$ cat config.mk
export PLATFORM = sky130hd
export DESIGN_NAME = decode_buffer_rv32i
export DESIGN_NICKNAME = d
export VERILOG_FILES = /design/src/rtl/decode_buffer_rv32i_pkg.sv /design/src/rtl/instr_decode_rv32i.sv /design/src/rtl/decode_buffer_rv32i.sv
export SDC_FILE = /design/constraint.sdc
export NUM_CORES = 1
export LEC_CHECK = 0
export ABC_AREA = 1
export CAP_MARGIN = 20
export CORE_MARGIN = 10
export CORE_UTILIZATION = 60
export DETAILED_ROUTE_END_ITERATION = 10
export DONT_BUFFER_PORTS = 1
export HOLD_SLACK_MARGIN = 0.06
export PLACE_DENSITY = 0.82
export SLEW_MARGIN = 10
export SYNTH_ARGS = -nofsm -noshare
export SYNTH_HDL_FRONTEND = slang
export SYNTH_SLANG_ARGS = --single-unit
$ cat constraint.sdc
create_clock -name clock -period 5.2 [get_ports clock]
set_input_delay 0.78 -clock clock [delete_from_list [all_inputs] [get_ports clock]]
set_output_delay 0.78 -clock clock [all_outputs]
set_load 0.01 [all_outputs]
$ cat src/rtl/decode_buffer_rv32i_pkg.sv
`default_nettype none
// =============================================================================
// Module      : decode_buffer_rv32i_pkg
// Description : Shared RV32I opcodes, immediate-type codes, buffer states, types.
// Revision    : 1.0
// =============================================================================
package decode_buffer_rv32i_pkg;

    localparam logic [6:0] OP_IMM    = 7'b0010011;
    localparam logic [6:0] OP_LOAD   = 7'b0000011;
    localparam logic [6:0] OP_JALR   = 7'b1100111;
    localparam logic [6:0] OP_FENCE  = 7'b0001111;
    localparam logic [6:0] OP_SYSTEM = 7'b1110011;
    localparam logic [6:0] OP_STORE  = 7'b0100011;
    localparam logic [6:0] OP_BRANCH = 7'b1100011;
    localparam logic [6:0] OP_LUI    = 7'b0110111;
    localparam logic [6:0] OP_AUIPC  = 7'b0010111;
    localparam logic [6:0] OP_JAL    = 7'b1101111;
    localparam logic [6:0] OP_REG    = 7'b0110011;

    localparam logic [2:0] IMM_I    = 3'b000;
    localparam logic [2:0] IMM_S    = 3'b001;
    localparam logic [2:0] IMM_B    = 3'b010;
    localparam logic [2:0] IMM_U    = 3'b011;
    localparam logic [2:0] IMM_J    = 3'b100;
    localparam logic [2:0] IMM_NONE = 3'b111;

    typedef enum logic [1:0] {
        ST_EMPTY = 2'd0,
        ST_ONE   = 2'd1,
        ST_FULL  = 2'd2
    } buf_state_t;

    typedef struct packed {
        logic [24:0] trimmed;
        logic [6:0]  opcode;
        logic [4:0]  rd;
        logic [2:0]  funct3;
        logic [4:0]  rs1;
        logic [4:0]  rs2;
        logic [6:0]  funct7;
        logic [2:0]  immtype;
        logic        illegal;
    } dec_t;

    typedef struct packed {
        dec_t        dec;
        logic [31:0] pc;
    } entry_t;

endpackage
`default_nettype wire

$ cat src/rtl/instr_decode_rv32i.sv
`default_nettype none
// =============================================================================
// Module      : instr_decode_rv32i
// Description : Combinational RV32I field extraction and immediate-type decode.
// Revision    : 1.0
// =============================================================================
module instr_decode_rv32i
    import decode_buffer_rv32i_pkg::*;
(
    input  logic [31:0] i_instr,
    output dec_t        o_dec
);

    always_comb begin
        o_dec.trimmed = i_instr[31:7];
        o_dec.opcode  = i_instr[6:0];
        o_dec.rd      = i_instr[11:7];
        o_dec.funct3  = i_instr[14:12];
        o_dec.rs1     = i_instr[19:15];
        o_dec.rs2     = i_instr[24:20];
        o_dec.funct7  = i_instr[31:25];
        o_dec.immtype = IMM_NONE;
        o_dec.illegal = 1'b0;
        // Every listed opcode ends in 2'b11, so a bad low pair lands in default.
        case (i_instr[6:0])
            OP_IMM, OP_LOAD, OP_JALR, OP_FENCE, OP_SYSTEM: o_dec.immtype = IMM_I;
            OP_STORE:                                      o_dec.immtype = IMM_S;
            OP_BRANCH:                                     o_dec.immtype = IMM_B;
            OP_LUI, OP_AUIPC:                              o_dec.immtype = IMM_U;
            OP_JAL:                                        o_dec.immtype = IMM_J;
            OP_REG:                                        o_dec.immtype = IMM_NONE;
            default:                                       o_dec.illegal = 1'b1;
        endcase
    end

endmodule
`default_nettype wire

$ cat src/rtl/decode_buffer_rv32i.sv
`default_nettype none
// =============================================================================
// Module      : decode_buffer_rv32i
// Description : RV32I decode stage with a 2-entry in-order skid buffer.
// Revision    : 1.0
// =============================================================================
module decode_buffer_rv32i
    import decode_buffer_rv32i_pkg::*;
(
    input  logic        clock,
    input  logic        reset,
    input  logic        in_valid,
    output logic        in_ready,
    input  logic [31:0] in_instr,
    input  logic [31:0] in_pc,
    input  logic        flush,
    output logic        out_valid,
    input  logic        out_ready,
    output logic [31:0] out_pc,
    output logic [24:0] trimmed_instr,
    output logic [2:0]  cu_immtype,
    output logic [6:0]  opcode,
    output logic [4:0]  rd,
    output logic [2:0]  funct3,
    output logic [4:0]  rs1,
    output logic [4:0]  rs2,
    output logic [6:0]  funct7,
    output logic        illegal
);

    buf_state_t r_state;
    buf_state_t w_state_next;
    logic       r_in_ready;
    entry_t     r_head;
    entry_t     r_tail;
    entry_t     w_in_entry;
    entry_t     w_out;
    dec_t       w_dec;
    logic       w_out_valid;
    logic       w_accept;
    logic       w_consume;
    logic       w_load_head_in;
    logic       w_load_head_tail;
    logic       w_load_tail;

    instr_decode_rv32i u_decode (
        .i_instr (in_instr),
        .o_dec   (w_dec)
    );

    assign w_in_entry  = '{dec: w_dec, pc: in_pc};
    assign w_out_valid = (r_state != ST_EMPTY);
    assign w_accept    = in_valid && r_in_ready;
    assign w_consume   = w_out_valid && out_ready;

    always_comb begin
        w_state_next     = r_state;
        w_load_head_in   = 1'b0;
        w_load_head_tail = 1'b0;
        w_load_tail      = 1'b0;
        if (flush) begin
            w_state_next = ST_EMPTY;
        end else begin
            case (r_state)
                ST_EMPTY: begin
                    if (w_accept) begin
                        w_state_next   = ST_ONE;
                        w_load_head_in = 1'b1;
                    end
                end
                ST_ONE: begin
                    if (w_accept && w_consume) begin
                        w_load_head_in = 1'b1;
                    end else if (w_accept) begin
                        w_state_next = ST_FULL;
                        w_load_tail  = 1'b1;
                    end else if (w_consume) begin
                        w_state_next = ST_EMPTY;
                    end
                end
                ST_FULL: begin
                    if (w_consume) begin
                        w_state_next     = ST_ONE;
                        w_load_head_tail = 1'b1;
                    end
                end
                default: w_state_next = ST_EMPTY;
            endcase
        end
    end

    // in_ready is a flop derived from the next state, so out_ready never reaches it combinationally.
    always_ff @(posedge clock or posedge reset) begin
        if (reset) begin
            r_state    <= ST_EMPTY;
            r_in_ready <= 1'b1;
        end else begin
            r_state    <= w_state_next;
            r_in_ready <= (w_state_next != ST_FULL);
        end
    end

    always_ff @(posedge clock or posedge reset) begin
        if (reset) begin
            r_head <= '0;
            r_tail <= '0;
        end else if (flush) begin
            r_head <= '0;
            r_tail <= '0;
        end else begin
            if (w_load_head_in) begin
                r_head <= w_in_entry;
            end else if (w_load_head_tail) begin
                r_head <= r_tail;
            end
            if (w_load_tail) begin
                r_tail <= w_in_entry;
            end
        end
    end

    assign w_out         = w_out_valid ? r_head : '0;
    assign in_ready      = r_in_ready;
    assign out_valid     = w_out_valid;
    assign out_pc        = w_out.pc;
    assign trimmed_instr = w_out.dec.trimmed;
    assign cu_immtype    = w_out.dec.immtype;
    assign opcode        = w_out.dec.opcode;
    assign rd            = w_out.dec.rd;
    assign funct3        = w_out.dec.funct3;
    assign rs1           = w_out.dec.rs1;
    assign rs2           = w_out.dec.rs2;
    assign funct7        = w_out.dec.funct7;
    assign illegal       = w_out.dec.illegal;

endmodule
`default_nettype wire

==> summary.md, run 1 <==
| Metric | Value |
|---|---|
| Synth warn | `0` |
| Antenna Cells | `0` |
| Netlist cell types | `24` |
| Final Cycle Share | `51.2%` |
| Comb pwr share | `roughly an eighth` |
| Clk pin slew, worst setup/hold paths | `approximately 0.060 ns` |
| Worst Skew | `0.00702 ns` |
| Post-CTS Hold Buffers | `0` |
| Unrepaired setup endpoints after global routing | `false` |
| Register area share after synthesis | `about half` |
| Final hold vios | `0` |
| Initial drt markers | `629` |
| Total track usage | `between 20% and 30%` |
| Peak VDD IR | `~0.23 mV` |
| Slowest library cell on the worst path | `buf_4` |
| Wire per inst | `~18 um` |
| Nets | `between 800 and 900` |
| Pwr Total | `between 0.002 and 0.003 W` |
| Layout cells sized above 1 | `6.43%` |
| Rel. slew slack | `48.9%` |
| Max Fclk | `roughly 0.38 GHz` |
| Internal power | `0.00195 W` |
| Actual slew at the worst max-slew pin | `~0.77 ns` |
| Max-slew violations | `0` |
| Synth Cell Area | `between 0.006 and 0.007 mm^2` |
| GPL Wtd Cong | `approximately 0.81` |
| Sequential power share | `44.4%` |
| Drt pass-1 iters | `6` |
| DR vias/cell | `about 5.7` |
| Drt drc | `0` |
| Critical path buffers and inverters | `1` |
| Status | `finished, final reports clean` |
| Row count | `38` |
| Antenna violations before repair | `0` |
| Setup TNS | `0 ns` |
| Worst skew pair latency | `about 0.42 ns` |
| # IOs | `164` |
| Switching pwr | `around 0.00074 W` |
| Critical path arrival | `roughly 1.9 ns` |
| Max Fanout on Critical Path | `69` |
| Port bufs | `0` |
| CP Class | `reg -> out` |
| Num CTS Buffers | `17` |
| Vias in the first global route | `~5400` |
| Routed WL | `roughly 16 mm` |
| CTS tree | `built` |
| Vias | `around 5300` |
| Flop and latch count out of synthesis | `approximately 140` |
| Grt total ovfl | `0` |
| Sw frac | `a little over a quarter` |
| # clock sinks | `about 140` |
| CTS H-tree lvls | `4` |
| Power Dens Cells | `between 300 and 400 mW/mm^2` |
| CP max stage delay | `about 0.55 ns` |
| Syn Nets | `roughly 890` |
| Final Instance Area | `0.00719 mm^2` |
| Worst-path cell chain | `nor2_4 -> buf_4 -> nor2_1` |
| Die footprint | `between 0.015 and 0.02 mm^2` |
| Required @ worst endpoint | `around 4.4 ns` |
| First-pass GRT wire length | `about 26 mm` |
| Final setup vio count | `0` |
| Pin count of the biggest net entering global routing | `82` |
| Min cycle time layout | `about 2.7 ns` |
| Type of origin of the critical path | `flip-flop` |
| CP top delay family | `buffers and inverters` |
| Post-route insts no fill | `~930` |
| Placed Cells | `between 900 and 1000` |
| Area Growth Syn to Fin | `6.55%` |
| Horiz. Die Dim | `126 um` |
| Pleak | `between 3 and 4 nW` |
| CTS Root Cell | `clkbuf_16` |
| Max clock buf depth | `2` |
| DP Area | `~0.0066 mm^2` |
| Min-delay worst type | `in -> async` |
| Starting Density | `61.7%` |
| Clk network pwr share | `43.0%` |
| Cts repair resizes | `0` |
| Core Util, Final | `65.7%` |
| Die Y | `around 130 um` |
| Syn Inst Count | `slightly above 800` |
| CP endpoint kind | `output pin` |
| Number of max-cap violations | `0` |
| Post-route ant nets | `0` |
| Core outline area | `approximately 0.011 mm^2` |
| Avg Cell Area, Syn | `roughly 8.2 um^2` |
| Final HPWL from detailed placement | `10.6 mm` |
| Postcts setup bufs | `0` |
==> cells by family after synthesis <==
family	after synthesis	share of synthesized area, %
buffers and inverters	324	19.9
AO/OA/AOI/OAI	206	19.4
AND/OR/NAND/NOR	156	9.07
flip-flops	139	51.6
==> cell usage after synthesis (all sizes together) <==
cell | count | area share (%)
o21ai | 65 | 4.8
and2 | 1 | 0.093
nand3 | 11 | 0.82
inv | 252 | 14
dfstp | 1 | 0.39
a311oi | 1 | 0.13
dfrtp | 138 | 51
nor2 | 87 | 4.9
buf | 49 | 4.6
nand4 | 2 | 0.19
o221ai | 41 | 5.3
a21oi | 11 | 0.98
a22oi | 1 | 0.11
o22ai | 87 | 8.1
nand2 | 55 | 3.1
clkbuf | 23 | 1.3
==> per-layer routing <==
layer / part of all wire, % / track usage, % / vias up
li1: - / - / 2487
met1: 41 / 25.2 / 2563
met2: 49 / 31.3 / 261
met3: 8.3 / 6.42 / 31
met4: 1.8 / 8.64 / 0
met5: 0 / 0 / -
==> stage by stage <==
| stage | hold WS, ns | setup WS (ns) |
|---|---|---|
| final | 0.345 | 2.54 |
| after global routing | 0.377 | 2.40 |
| after CTS | 0.370 | 2.50 |
| after detailed placement | 0.476 | 2.48 |
| after global placement | 0.469 | 2.59 |
| after floorplan | 0.454 | 0.697 |
==> sequential cells by signal, summed over array words and instances, names as in the netlist <==
register / cells
r_state: 2
r_head: 68
r_tail: 68
in_ready: 1
==> cell type report <==
type / count / area (um^2)
Fill cell: 877 / 3750
Tap cell: 140 / 175
Multi-Input combinational cell: 362 / 1940
Timing Repair Buffer: 8 / 72.6
Inverter: 252 / 952
Sequential cell: 139 / 3480
Clock inverter: 14 / 129
Clock buffer: 18 / 439
==> worst reg2reg max path, cell delays in order (launching register included) <==
cell and delay, ns:
dfstp_2 0.57, nand2_1 0.10, nor2_1 0.21, nand2_1 0.11, nand2_2 0.11, a21oi_4 0.06, clkinv_2 0.33, buf_4 0.54
o221ai_1 0.26, o21ai_1 0.15, inv_1 0.05
==> cells in the final DEF (no fill, tap or decap), types with 2 or more instances in the layout <==
| cell type | instances |
|---|---|
| bufinv_16 | 2 |
| a21oi_1 | 10 |
| inv_2 | 2 |
| dfrtp_1 | 138 |
| buf_4 | 7 |
| nor2_1 | 85 |
| o221ai_1 | 41 |
| nand4_1 | 2 |
| clkinv_2 | 10 |
| clkbuf_16 | 17 |
| nand3_1 | 10 |
| o21ai_1 | 54 |
| o21ai_0 | 11 |
| inv_1 | 248 |
| nand2_1 | 53 |
| clkinvlp_4 | 2 |
| o22ai_1 | 87 |
| nand2_2 | 2 |
==> power groups by stage <==
stage | clock (W) | combinational (W) | sequential [W]
2_1_floorplan | 0 | 0.000287 | 0.00120
3_3_place_gp | 0 | 0.000322 | 0.00121
3_5_place_dp | 0 | 0.000337 | 0.00121
4_1_cts | 0.00118 | 0.000340 | 0.00119
5_1_grt | 0.00122 | 0.000383 | 0.00120
6_report | 0.00116 | 0.000337 | 0.00120
==> path summary, 6_finish.rpt <==
path,startpoint,cells past startpoint,end,slack (ns)
worst min-delay path,reset,1,r_tail[23],0.34
min in group clock,flush,1,r_state[0],0.44
worst max register to register,in_ready,10,r_head[12],2.62
worst min register to register,r_head[4],2,r_head[4],0.49
worst max-delay path,r_state[1],3,rs1[3],2.54
max in group asynchronous,reset,2,r_head[78],3.61
Power figures use the tool's default switching activity.
==> run 2, diff against run 1 <==
- CORE_UTILIZATION: 60 -> 57
- PLACE_DENSITY: 0.82 -> 0.81
- clock period: 5.2 -> 2.3 ns (I/O delays scaled with it)
==> run 2 against run 1 <==
- register-to-register slack got worse by 2.3 ns
- final area rose by 1.8%
- utilization fell by 2.2 points
- flip-flop and latch count did not move
- clock power rose by 120%
- critical path depth did not move
- sequential share of layout area fell by 0.85 points
- critical path type unchanged
==> summary.md, run 2 (synthesis results as in run 1) <==
| Metric | Value |
|---|---|
| Worst Skew | `0.0227 ns (+0.0157 ns)` |
| Row count | `39 (+2.6%)` |
| CP Class | `reg -> out` |
| Actual slew at the worst max-slew pin | `0.768 ns (+0.00259 ns)` |
| Fill cells | `982 (+12%)` |
| CTS H-tree lvls | `4 (unchanged)` |
| Pin count of the biggest net entering global routing | `140 (+71%)` |
| Area Growth Syn to Fin | `8.46%` |
| Die Y | `129 um (+2.2%)` |
| Grt total ovfl | `0 (unchanged)` |
| Final worst slack | `0.328 ns (-2.21 ns)` |
| Max Fanout on Critical Path | `36 (-48%)` |
| Core Util, Final | `63.5% (-2.2 points)` |
| DR vias/cell | `5.42 (-5.4%)` |
| Nets | `857 (+0.94%)` |
| Min-delay worst type | `in -> reg` |
| Wire per inst | `16.1 um (-8.7%)` |
| Worst-path cell chain | `nor2_4 -> buf_4 -> nor2_1` |
| Antenna violations before repair | `0 (unchanged)` |
| Required @ worst endpoint | `1.96 ns (-2.46 ns)` |
| Power Dens Cells | `831 mW/mm^2 (+120%)` |
| Setup WS pre-CTS | `0.390 ns (-2.09 ns)` |
| CTS tree | `built` |
| Vias | `5109 (-4.4%)` |
| CTS Root Cell | `clkbuf_16` |
| Most common cell after layout, fill and taps aside | `inv_1` |
| # clock sinks | `139 (unchanged)` |
| Register area | `0.00348 mm^2 (unchanged)` |
| Type of origin of the critical path | `flip-flop` |
| Status | `finished, final reports clean` |
| Min cycle time layout | `~2.0 ns` |
| Num CTS Buffers | `17 (unchanged)` |
| Core outline area | `0.0115 mm^2 (+5.3%)` |
| Horiz. Die Dim | `129 um (+2.2%)` |
| Max clock buf depth | `2 (unchanged)` |
| Peak VDD IR | `0.563 mV (+140%)` |
| # IOs | `164 (unchanged)` |
| Routed WL | `15.2 mm (-7.7%)` |
| Postcts setup bufs | `0 (unchanged)` |
| Multi-input logic area | `0.00194 mm^2 (unchanged)` |
| DP Area | `0.00673 mm^2 (+1.7%)` |
| Critical path arrival | `1.63 ns (-0.25 ns)` |
| Final HPWL from detailed placement | `9.79 mm (-7.8%)` |
| Number of max-cap violations | `0 (unchanged)` |
| Drt drc | `0 (unchanged)` |
| First-pass GRT wire length | `25.3 mm (-4.4%)` |
| CP max stage delay | `0.49 ns (-0.06 ns)` |
| CP endpoint kind | `output pin` |
| Total track usage | `18.8% (-1.3 points)` |
| Slowest library cell on the worst path | `dfrtp_1` |
| Final hold vios | `0 (unchanged)` |
| Largest regs | `r_head (68), r_tail (68), r_state (2)` |
| Drt pass-1 iters | `4 (-2)` |
| Final setup vio count | `0 (unchanged)` |
| Max-slew violations | `0 (unchanged)` |
| Post-route ant nets | `0 (unchanged)` |
| Vias in the first global route | `5194 (-3.1%)` |
| Cts repair resizes | `0 (unchanged)` |
| Port bufs | `0 (unchanged)` |
| Pleak | `3.71 nW (+1.4%)` |
| Unrepaired setup endpoints after global routing | `false` |
| Die footprint | `0.0166 mm^2 (+4.4%)` |
| Most frequent cells in the layout | `248 x inv_1, 138 x dfrtp_1, 87 x o22ai_1` |
| Rel. slew slack | `48.8% (-0.11 points)` |
| Initial drt markers | `454 (-28%)` |
| Final Cycle Share | `a little under nine tenths` |
| Clk pin slew, worst setup/hold paths | `0.06 ns (about the same)` |
| Starting Density | `58.6% (-3.1 points)` |
| Final Instance Area | `0.00731 mm^2 (+1.8%)` |
| Antenna Cells | `0 (unchanged)` |
| GPL Wtd Cong | `0.832 (+2.8%)` |
| Setup TNS | `0 ns (unchanged)` |
| Max Fclk | `0.507 GHz` |
| Layout cells sized above 1 | `6.63% (+0.19 points)` |
| Worst skew pair latency | `0.43 ns (about the same)` |
run 2: cell types whose count changed in the layout (fill, tap and decap cells not counted), sizes merged:
cell,change
buf,+6
bufinv,-1
dlygate4sd3,+2
clkinv,-6
inv,-1
clkbuf,+7
run 2: power by group:
group	total, W	switching [W]	internal [W]
combinational	0.000783	0.000552	0.000231
clock	0.00260	0.000982	0.00162
sequential	0.00270	0.0000807	0.00262
total	0.00608	0.00161	0.00447
run 2: stage by stage:
step                      hold slack, ns  power, W  cells
after floorplan                    0.417   0.00336    825
after global placement             0.420   0.00350    910
after detailed placement           0.421   0.00352    910
after CTS                         0.0700   0.00613    943
after global routing              0.0836   0.00636    943
final                             0.0826   0.00608    943
run 2: cell type report:
cell class	count	share of cell area, %
Clock buffer	25	6.91
Clock inverter	6	0.838
Inverter	252	13.0
Multi-Input combinational cell	362	26.5
Sequential cell	139	47.6
Tap cell	143	2.45
Timing Repair Buffer	16	2.74
run 2: layer usage:
layer	wire, um	global-route usage, %	up-vias
li1	-	-	2509
met2	7000	28.5	151
met5	0	0	-
met3	1240	6.04	14
met4	233	8.49	0
met1	6680	24.1	2435
run 2: critical path: cells and delay by family (launching register included):
kind / cells / cell delay [ns]
and+or+nand+nor: 2 / 0.45
DFF: 1 / 0.49
buffers and inverters: 1 / 0.24
run 2: final timing paths:
check,startpoint,cells past startpoint,end,slack (ns)
hold reg to reg,r_head[8],2,r_head[8],0.49
hold / removal,in_instr[20],2,r_tail[81],0.08
max in group asynchronous,reset,3,r_head[83],1.11
min in group asynchronous,reset,3,r_head[71],0.57
setup / recovery,r_state[1],3,trimmed_instr[7],0.33
setup reg to reg,in_ready,10,r_head[20],0.36
run 2: what timing repair did:
item                                    4_1_cts  5_1_grt
hold buffers                                  2        0
endpoints found under the hold margin        11        0
endpoints found under the setup margin        0        0
